[src/rtl/seq_pattern_gen_if.sv]
//==============================================================================
// Module      : seq_pattern_gen_if
// Description : Load handshake and serial stream bundle for seq_pattern_gen.
// Revision    : 1.0 - initial release
//==============================================================================
`default_nettype none

interface seq_pattern_gen_if #(
  parameter int WIDTH = 8,
  parameter int LEN_W = $clog2(WIDTH + 1)
);
  logic             load_valid;
  logic             load_ready;
  logic [WIDTH-1:0] load_data;
  logic [LEN_W-1:0] load_len;
  logic             dout;
  logic             dout_valid;
  logic             busy;
  logic             done;

  modport master (
    output load_valid, load_data, load_len,
    input  load_ready, dout, dout_valid, busy, done
  );

  modport slave (
    input  load_valid, load_data, load_len,
    output load_ready, dout, dout_valid, busy, done
  );
endinterface

`default_nettype wire

[src/rtl/seq_pattern_gen.sv]
//==============================================================================
// Module      : seq_pattern_gen
// Description : MSB-first bit-serial pattern transmitter with gapless chaining.
//               Optional word repeat enabled by SEQ_PATTERN_GEN_REPEAT_EN.
// Revision    : 1.0 - initial release
//==============================================================================
`default_nettype none

module seq_pattern_gen #(
  parameter int WIDTH = 8,
  parameter int LEN_W = $clog2(WIDTH + 1)
) (
  input  wire logic          clk,
  input  wire logic          reset_n,
`ifdef SEQ_PATTERN_GEN_REPEAT_EN
  input  wire logic          repeat_req,
`endif
  seq_pattern_gen_if.slave   bus
);

  typedef enum logic [0:0] {
    S_IDLE  = 1'b0,
    S_SHIFT = 1'b1
  } state_t;

  localparam logic [LEN_W-1:0] C_LEN_MAX = LEN_W'(WIDTH);
  localparam logic [LEN_W-1:0] C_ONE     = LEN_W'(1);
  localparam logic [LEN_W-1:0] C_TWO     = LEN_W'(2);

  state_t           r_state, w_state_nxt;
  logic [WIDTH-1:0] r_sreg, w_sreg_nxt;
  logic [LEN_W-1:0] r_cnt, w_cnt_nxt;
  logic             r_dout, w_dout_nxt;
  logic             r_dv, w_dv_nxt;
  logic             r_busy, w_busy_nxt;
  logic             r_done, w_done_nxt;

  logic [LEN_W-1:0] w_len_eff;
  logic [WIDTH-1:0] w_aligned;
  logic             w_fire;
  logic             w_ld;
  logic [WIDTH-1:0] w_ld_word;
  logic [LEN_W-1:0] w_ld_len;

  // Counter holds the bits still to be shown, including the one on dout now.
  assign bus.load_ready = (r_state == S_IDLE) || (r_state == S_SHIFT && r_cnt == C_ONE);
  assign w_fire         = bus.load_valid && bus.load_ready;

  assign w_len_eff = (bus.load_len == '0 || bus.load_len > C_LEN_MAX) ? C_LEN_MAX : bus.load_len;
  // Left shift drops the don't-care bits above len-1 off the top.
  assign w_aligned = bus.load_data << (C_LEN_MAX - w_len_eff);

`ifdef SEQ_PATTERN_GEN_REPEAT_EN
  logic [WIDTH-1:0] r_save_word;
  logic [LEN_W-1:0] r_save_len;

  always_ff @(posedge clk or negedge reset_n) begin
    if (!reset_n) begin
      r_save_word <= '0;
      r_save_len  <= '0;
    end else if (w_fire) begin
      r_save_word <= w_aligned;
      r_save_len  <= w_len_eff;
    end
  end
`endif

  always_comb begin
    w_state_nxt = r_state;
    w_sreg_nxt  = r_sreg;
    w_cnt_nxt   = r_cnt;
    w_dout_nxt  = 1'b0;
    w_dv_nxt    = 1'b0;
    w_busy_nxt  = 1'b0;
    w_done_nxt  = 1'b0;
    w_ld        = 1'b0;
    w_ld_word   = w_aligned;
    w_ld_len    = w_len_eff;

    if (w_fire) begin
      w_ld = 1'b1;
    end
`ifdef SEQ_PATTERN_GEN_REPEAT_EN
    else if (r_state == S_SHIFT && r_cnt == C_ONE && repeat_req) begin
      w_ld      = 1'b1;
      w_ld_word = r_save_word;
      w_ld_len  = r_save_len;
    end
`endif

    if (w_ld) begin
      w_state_nxt = S_SHIFT;
      w_dout_nxt  = w_ld_word[WIDTH-1];
      w_sreg_nxt  = w_ld_word << 1;
      w_cnt_nxt   = w_ld_len;
      w_dv_nxt    = 1'b1;
      w_busy_nxt  = 1'b1;
      w_done_nxt  = (w_ld_len == C_ONE);
    end else if (r_state == S_SHIFT && r_cnt > C_ONE) begin
      w_dout_nxt  = r_sreg[WIDTH-1];
      w_sreg_nxt  = r_sreg << 1;
      w_cnt_nxt   = r_cnt - C_ONE;
      w_dv_nxt    = 1'b1;
      w_busy_nxt  = 1'b1;
      w_done_nxt  = (r_cnt == C_TWO);
    end else begin
      w_state_nxt = S_IDLE;
    end
  end

  always_ff @(posedge clk or negedge reset_n) begin
    if (!reset_n) begin
      r_state <= S_IDLE;
      r_sreg  <= '0;
      r_cnt   <= '0;
      r_dout  <= 1'b0;
      r_dv    <= 1'b0;
      r_busy  <= 1'b0;
      r_done  <= 1'b0;
    end else begin
      r_state <= w_state_nxt;
      r_sreg  <= w_sreg_nxt;
      r_cnt   <= w_cnt_nxt;
      r_dout  <= w_dout_nxt;
      r_dv    <= w_dv_nxt;
      r_busy  <= w_busy_nxt;
      r_done  <= w_done_nxt;
    end
  end

  assign bus.dout       = r_dout;
  assign bus.dout_valid = r_dv;
  assign bus.busy       = r_busy;
  assign bus.done       = r_done;

endmodule

`default_nettype wire

[src/flat_wrapper.sv]
// flat-port wrapper written by rule: the top's interface ports become plain ports
module seq_pattern_gen_flat 
#(
  parameter int WIDTH = 8,
  parameter int LEN_W = $clog2(WIDTH + 1)
)
  (clk, reset_n, bus_load_valid, bus_load_data, bus_load_len, bus_load_ready, bus_dout, bus_dout_valid, bus_busy, bus_done);
  seq_pattern_gen_if #(.WIDTH(WIDTH), .LEN_W(LEN_W)) bus_i ();
  input  wire logic clk;
  input  wire logic reset_n;
  input wire logic [$bits(bus_i.load_valid)-1:0] bus_load_valid;
  input wire logic [$bits(bus_i.load_data)-1:0] bus_load_data;
  input wire logic [$bits(bus_i.load_len)-1:0] bus_load_len;
  output wire logic [$bits(bus_i.load_ready)-1:0] bus_load_ready;
  output wire logic [$bits(bus_i.dout)-1:0] bus_dout;
  output wire logic [$bits(bus_i.dout_valid)-1:0] bus_dout_valid;
  output wire logic [$bits(bus_i.busy)-1:0] bus_busy;
  output wire logic [$bits(bus_i.done)-1:0] bus_done;
  assign bus_i.load_valid = bus_load_valid;
  assign bus_i.load_data = bus_load_data;
  assign bus_i.load_len = bus_load_len;
  assign bus_load_ready = bus_i.load_ready;
  assign bus_dout = bus_i.dout;
  assign bus_dout_valid = bus_i.dout_valid;
  assign bus_busy = bus_i.busy;
  assign bus_done = bus_i.done;
  seq_pattern_gen #(.WIDTH(WIDTH), .LEN_W(LEN_W)) u_core (.clk(clk), .reset_n(reset_n), .bus(bus_i));
endmodule
[config.mk]
export PLATFORM = sky130hd
export DESIGN_NAME = seq_pattern_gen_flat
export DESIGN_NICKNAME = d
export VERILOG_FILES = /design/src/rtl/seq_pattern_gen_if.sv /design/src/rtl/seq_pattern_gen.sv /design/src/flat_wrapper.sv
export SDC_FILE = /design/constraint.sdc
export NUM_CORES = 1
export LEC_CHECK = 0
export ABC_AREA = 1
export BUFFER_PORTS_ARGS = -buffer_cell sky130_fd_sc_hd__buf_2
export CORE_MARGIN = 3
export CORE_UTILIZATION = 54
export DETAILED_ROUTE_END_ITERATION = 12
export PLACE_DENSITY = 0.77
export RECOVER_POWER = 25
export REMOVE_ABC_BUFFERS = 1
export SETUP_SLACK_MARGIN = 0.15
export SYNTH_ARGS = -nofsm -noshare
export SYNTH_HDL_FRONTEND = slang
export SYNTH_SLANG_ARGS = --single-unit
[constraint.sdc]
create_clock -name clk -period 2.2 [get_ports clk]
set_clock_uncertainty 0.2 [all_clocks]
set_input_delay 0.11 -clock clk [delete_from_list [all_inputs] [get_ports clk]]
set_output_delay 0.11 -clock clk [all_outputs]
set_load 0.02 [all_outputs]
==> impl_metrics.toml, run 1 <==
[yosys]
postSynthAreaPerCell_um2 = 6.812
synth_edf_count = 0
synth_ff_type = "dfrtp_1"
synth_cell_type_count = 20
synth_top_area_share = 0.3401
async_flop_share = 1.000
ys_seq_area_frac = 0.3401
syn_inst = 162
synth_seq_cells = 15
synth_top_area_cell = "dfrtp_1"
synth_area_leaders = "dfrtp_1 (34%), nand2_1 (17%), nand3_1 (15%)"
syn-cell-area_um2 = 1104
yosysWarnings = 0

[sta]
setup_viol = 0
finalHoldViolCount = 0
hold_slack_ps = 18.38
max_freq_mhz = 520.3
finalSetupTns_ps = 0
timing.slew.headroom = 0.4552
drv_slew = 0
tightest_slew_ps = 817.2
rsz0062_at_grt = "false"
min_period_over_period = 0.8736
fin_ws_ps = 278.2
min_period_ps = 1922

[run]
max_cap_viol_count = 0

[route]
vias = 1100
drc = 0
routed_wl_mm = 2.553
drtIter0Drc = 17
ant_nets = 0
via_per_inst = 5.140
first_pass_iters = 4
avgRoutedWirePerCell_um = 11.93

[layout]
final_cell_mix = "nand2_1 (51), nand3_1 (34), buf_2 (18)"
final_util = 0.7168
mostFrequentLayoutCell = "nand2_1"
nets = 210
num_antenna_cells = 0
finalInstanceArea_um2 = 1305
layout-area-overhead-vs-synth_pct = 18.25
layout-drive-gt1-share = 0.2063

[floorplanning]
io_pins = 20
start_util = 0.6062
fp.dieH_um = 51.21
die_x_um = 51.21
die_area_um2 = 2622
core_um2 = 1821
rows = 15

[critical_path]
crit_slowest_cell = "dlygate4sd3_1"
path_max_fanout = 8
worstSetupPathType = "primary input to register"
arrival_ps = 1900
path_cells = "buf_2 > dlygate4sd3_1 > nor2_4 > ha_2 > inv_2 > o21ai_0 > nand2_1 > nor2_1 > nor2_1 > nand2_1"
max_stage_delay_ps = 580
required_ps = 2170
critPathCaptureType = "register"
start_kind = "primary input"

[placement]
place_ws_ps = 352.7
port_buffers = 19
dp_hpwl_mm = 1.913
placed_area_um2 = 1217
place_congestion = 0.8801

[pwr]
powerDensity_nw_per_um2 = 1054
p_leak_nw = 0.7301
ir_drop_mv = 0.7815

[worst_hold_path]
hold_class = "primary input to register"

[clocking]
cts_sinks = 15
cts-root-buf = "clkbuf_4"
cts_tree = "built"
htreeDepth = 1
clock_latency_ps = 280
clock_path_buffers = 2
cts_buffers = 3
clk_pin_slew_ps = 90
post-cts-setup-buffers = 0

[global_routing]
grt_pass1_vias = 1006
overflow = 0
grt_pass1_wl_mm = 4.222
globalRouteTotalUtil = 0.2149
grt_max_degree = 16
antenna_found_initial = 0

[run_status]
status = "finished clean"
==> layout make-up <==
type	instances	area (um2)
Clock buffer	4	26.28
Fill cell	164	515.5
Inverter	22	82.58
Multi-Input combinational cell	123	635.6
Sequential cell	15	375.4
Tap cell	25	31.28
Timing Repair Buffer	25	153.9
==> cell usage after synthesis, types with 2 or more instances <==
cell	number
o21ai_0	6
nand2_4	5
inv_1	18
ha_1	5
nor2_1	10
dfrtp_1	15
nand3_1	34
inv_2	4
a21oi_1	2
nand2_1	51
nand2_2	2
nor2_2	2
==> registers in the layout, indices dropped and copies added, names as in the netlist <==
name                   flops
u_core.bus.done            1
u_core.r_state             1
u_core.r_cnt               4
u_core.bus.dout_valid      1
u_core.r_sreg              7
u_core.bus.dout            1
==> cells by family after synthesis <==
group           share of synthesized area
simple gates                       0.4569
buf+inv                           0.08616
flops                              0.3401
compound gates                    0.04422
fa+ha+maj                         0.05669
xor+xnor                          0.01588
==> where the power goes <==
part	switching (mW)	total (mW)	leakage, nW	internal [mW]
clock	0.0852	0.156	0.0150	0.0704
combinational	0.488	0.756	0.529	0.268
sequential	0.0722	0.465	0.187	0.392
==> final timing paths <==
kind / start / endpoint / slack, ps / cells after the start
max: bus_load_len[3] / u_core.r_sreg[7] / 280 / 10
min: bus_load_len[1] / u_core.bus.done / 20 / 5
max reg2reg: u_core.r_cnt[0] / u_core.r_sreg[6] / 440 / 9
min reg2reg: u_core.r_sreg[2] / u_core.r_sreg[2] / 290 / 2
max in group asynchronous: reset_n / u_core.r_sreg[7] / 1060 / 2
min in group asynchronous: reset_n / u_core.bus.done / 230 / 2
==> through the flow <==
step,power [mW],std cells
after detailed placement,1.206,204
after CTS,1.376,214
after global placement,1.185,204
after floorplan,1.019,160
after global routing,1.491,214
final,1.376,214
==> layer usage <==
metal,vias to the layer above,share of wire,global-route usage
li1,570,-,-
met5,-,0,0
met2,17,0.48,0.3627
met4,0,0.0027,0.04036
met1,511,0.48,0.2791
met3,2,0.039,0.05248
==> critical path, delay by kind of cell <==
family	cells	cell delay (ps)
fa+ha+maj	1	360
buf+inv	3	820
compound gates	1	130
simple gates	5	460
==> repair_timing <==
item | in CTS | in global routing
setup endpoints to repair | 0 | 4
resized for setup | 0 | 2
hold endpoints to repair | 20 | 0
hold buffers | 6 | 0
Note: power is estimated with default switching activity, not from simulation.
==> run 2: changes to the inputs <==
--- a/config.mk
+++ b/config.mk
@@ -10,6 +10,7 @@
 export CORE_MARGIN = 3
 export CORE_UTILIZATION = 54
 export DETAILED_ROUTE_END_ITERATION = 12
+export MAX_ROUTING_LAYER = met4
 export PLACE_DENSITY = 0.77
 export RECOVER_POWER = 25
 export REMOVE_ABC_BUFFERS = 1
==> impl_metrics.toml, run 2 (synthesis results as in run 1) <==
[clocking]
clock_path_buffers = 2
cts-root-buf = "clkbuf_4"
cts_sinks = 15
cts_resized = 0
htreeDepth = 1
clk_pin_slew_ps = 90
clock_latency_ps = 290
cts_tree = "built"
cts_buffers = 3

[global_routing]
grt_pass1_vias = 1016
grt_pass1_wl_mm = 4.298
globalRouteTotalUtil = 0.2279
antenna_found_initial = 0
overflow = 0
grt_max_degree = 16

[placement]
place_congestion = 0.8709
dp_hpwl_mm = 2.049
place_ws_ps = 334.5
port_buffers = 19

[sta]
min_period_ps = 1796
setup_viol = 0
finalSetupTns_ps = 0
max_freq_mhz = 556.7
min_period_over_period = 0.8165
drv_slew = 0
timing.slew.headroom = 0.4376
finalHoldViolCount = 0
fin_ws_ps = 403.8
tightest_slew_ps = 843.6
rsz0062_at_grt = "false"

[run]
max_cap_viol_count = 0

[layout]
top_register = "u_core.r_sreg"
nets = 209
largest_reg_flops = 7
mostFrequentLayoutCell = "nand2_1"
nFillCells = 161
reg_top3 = "u_core.r_sreg (7), u_core.r_cnt (4)"
num_antenna_cells = 0
final_cell_mix = "nand2_1 (51), nand3_1 (34), inv_1 (18), buf_2 (18), dfrtp_1 (15)"
layout-drive-gt1-share = 0.1968
layout-area-overhead-vs-synth_pct = 17.12

[route]
avgRoutedWirePerCell_um = 12.45
via_per_inst = 5.239
drtIter0Drc = 22
drc = 0
routed_wl_mm = 2.652
first_pass_iters = 4
vias = 1116
ant_nets = 0

[critical_path]
startpoint = "u_core.r_cnt[0]"
crit_path_end = "u_core.r_sreg[2]"
path_cells = "inv_1 > ha_1 > o21ai_0 > nand2_2 > nand2_4 > inv_2 > nand2_1 > nand3_1"
start_kind = "register"
reg2reg_slack_ps = 400
cp.depth = 8
rr_endpoint = "u_core.r_sreg[2]"
reg2reg_depth = 8
crit_slowest_cell = "dfrtp_1"
required_ps = 2170
critPathCaptureType = "register"
r2r_start = "u_core.r_cnt[0]"
max_stage_delay_ps = 390
path_max_fanout = 8
cp.buffers_inverters = 2
arrival_ps = 1770
worstSetupPathType = "register to register"
critical-path-top-delay-family = "simple AND/OR/NAND/NOR gates"

[worst_hold_path]
hold_class = "primary input to register"

[pwr]
p_leak_nw = 0.7302
powerDensity_nw_per_um2 = 1071
ir_drop_mv = 0.8393

[floorplanning]
start_util = 0.6062
die_x_um = 51.21
io_pins = 20
rows = 15
die_area_um2 = 2622
fp.dieH_um = 51.21
core_um2 = 1821

[run_status]
status = "finished clean"
==> run 2: cell types whose count changed in the layout (fill, tap and decap cells not counted), sizes merged <==
| cell | change |
|---|---|
| dlygate4sd3 | -1 |
==> run 2: worst min path at each step <==
stage / from / end / depth (start not counted)
after floorplan: reset_n / u_core.bus.done / 0
after global placement: reset_n / u_core.bus.done / 1
after detailed placement: reset_n / u_core.bus.done / 1
after CTS: bus_load_len[3] / u_core.bus.done / 4
after global routing: bus_load_len[3] / u_core.bus.done / 4
final: bus_load_len[3] / u_core.bus.done / 4
==> run 2: area by class of cell <==
| class | instances | area (um2) | area share |
|---|---|---|---|
| Clock buffer | 4 | 26.28 | 0.02033 |
| Inverter | 22 | 82.58 | 0.06389 |
| Multi-Input combinational cell | 123 | 633.1 | 0.4898 |
| Sequential cell | 15 | 375.4 | 0.2904 |
| Tap cell | 25 | 31.28 | 0.02420 |
| Timing Repair Buffer | 24 | 143.9 | 0.1113 |
==> run 2: worst min-delay path: cells and delay by family <==
family                 cells  cell delay, ps
AO/OA/AOI/OAI              2             120
buffers and inverters      1             130
AND/OR/NAND/NOR            1             110
==> run 2: per-layer routing <==
| metal | up-vias | wire [um] | global-route usage |
|---|---|---|---|
| met2 | 22 | 1296 | 0.3605 |
| met3 | 5 | 87 | 0.05248 |
| li1 | 566 | - | - |
| met5 | - | 0 | - |
| met4 | 0 | 19 | 0.04933 |
| met1 | 523 | 1248 | 0.2987 |
==> run 2: stage by stage <==
stage	hold slack [ps]	power (mW)	utilization	cells	instance area, um2
global placement	-175.3	1.185	0.6687	204	1217
detailed placement	-167.3	1.214	0.6687	204	1217
CTS	3.937	1.381	0.7107	213	1294
finish	8.947	1.384	0.7100	213	1292
global route	17.94	1.502	0.7100	213	1292
floorplan	-385.6	1.019	-	160	1091
==> run 2: report_power, final <==
part	switching [mW]	internal, mW
Combinational	0.487	0.265
Clock	0.0897	0.0705
Sequential	0.0786	0.393
Total	0.655	0.729
==> run 2: what timing repair did <==
action | CTS | global route
endpoints found under the hold margin | 20 | 0
setup buffers | 0 | 0
hold buffers | 5 | 0
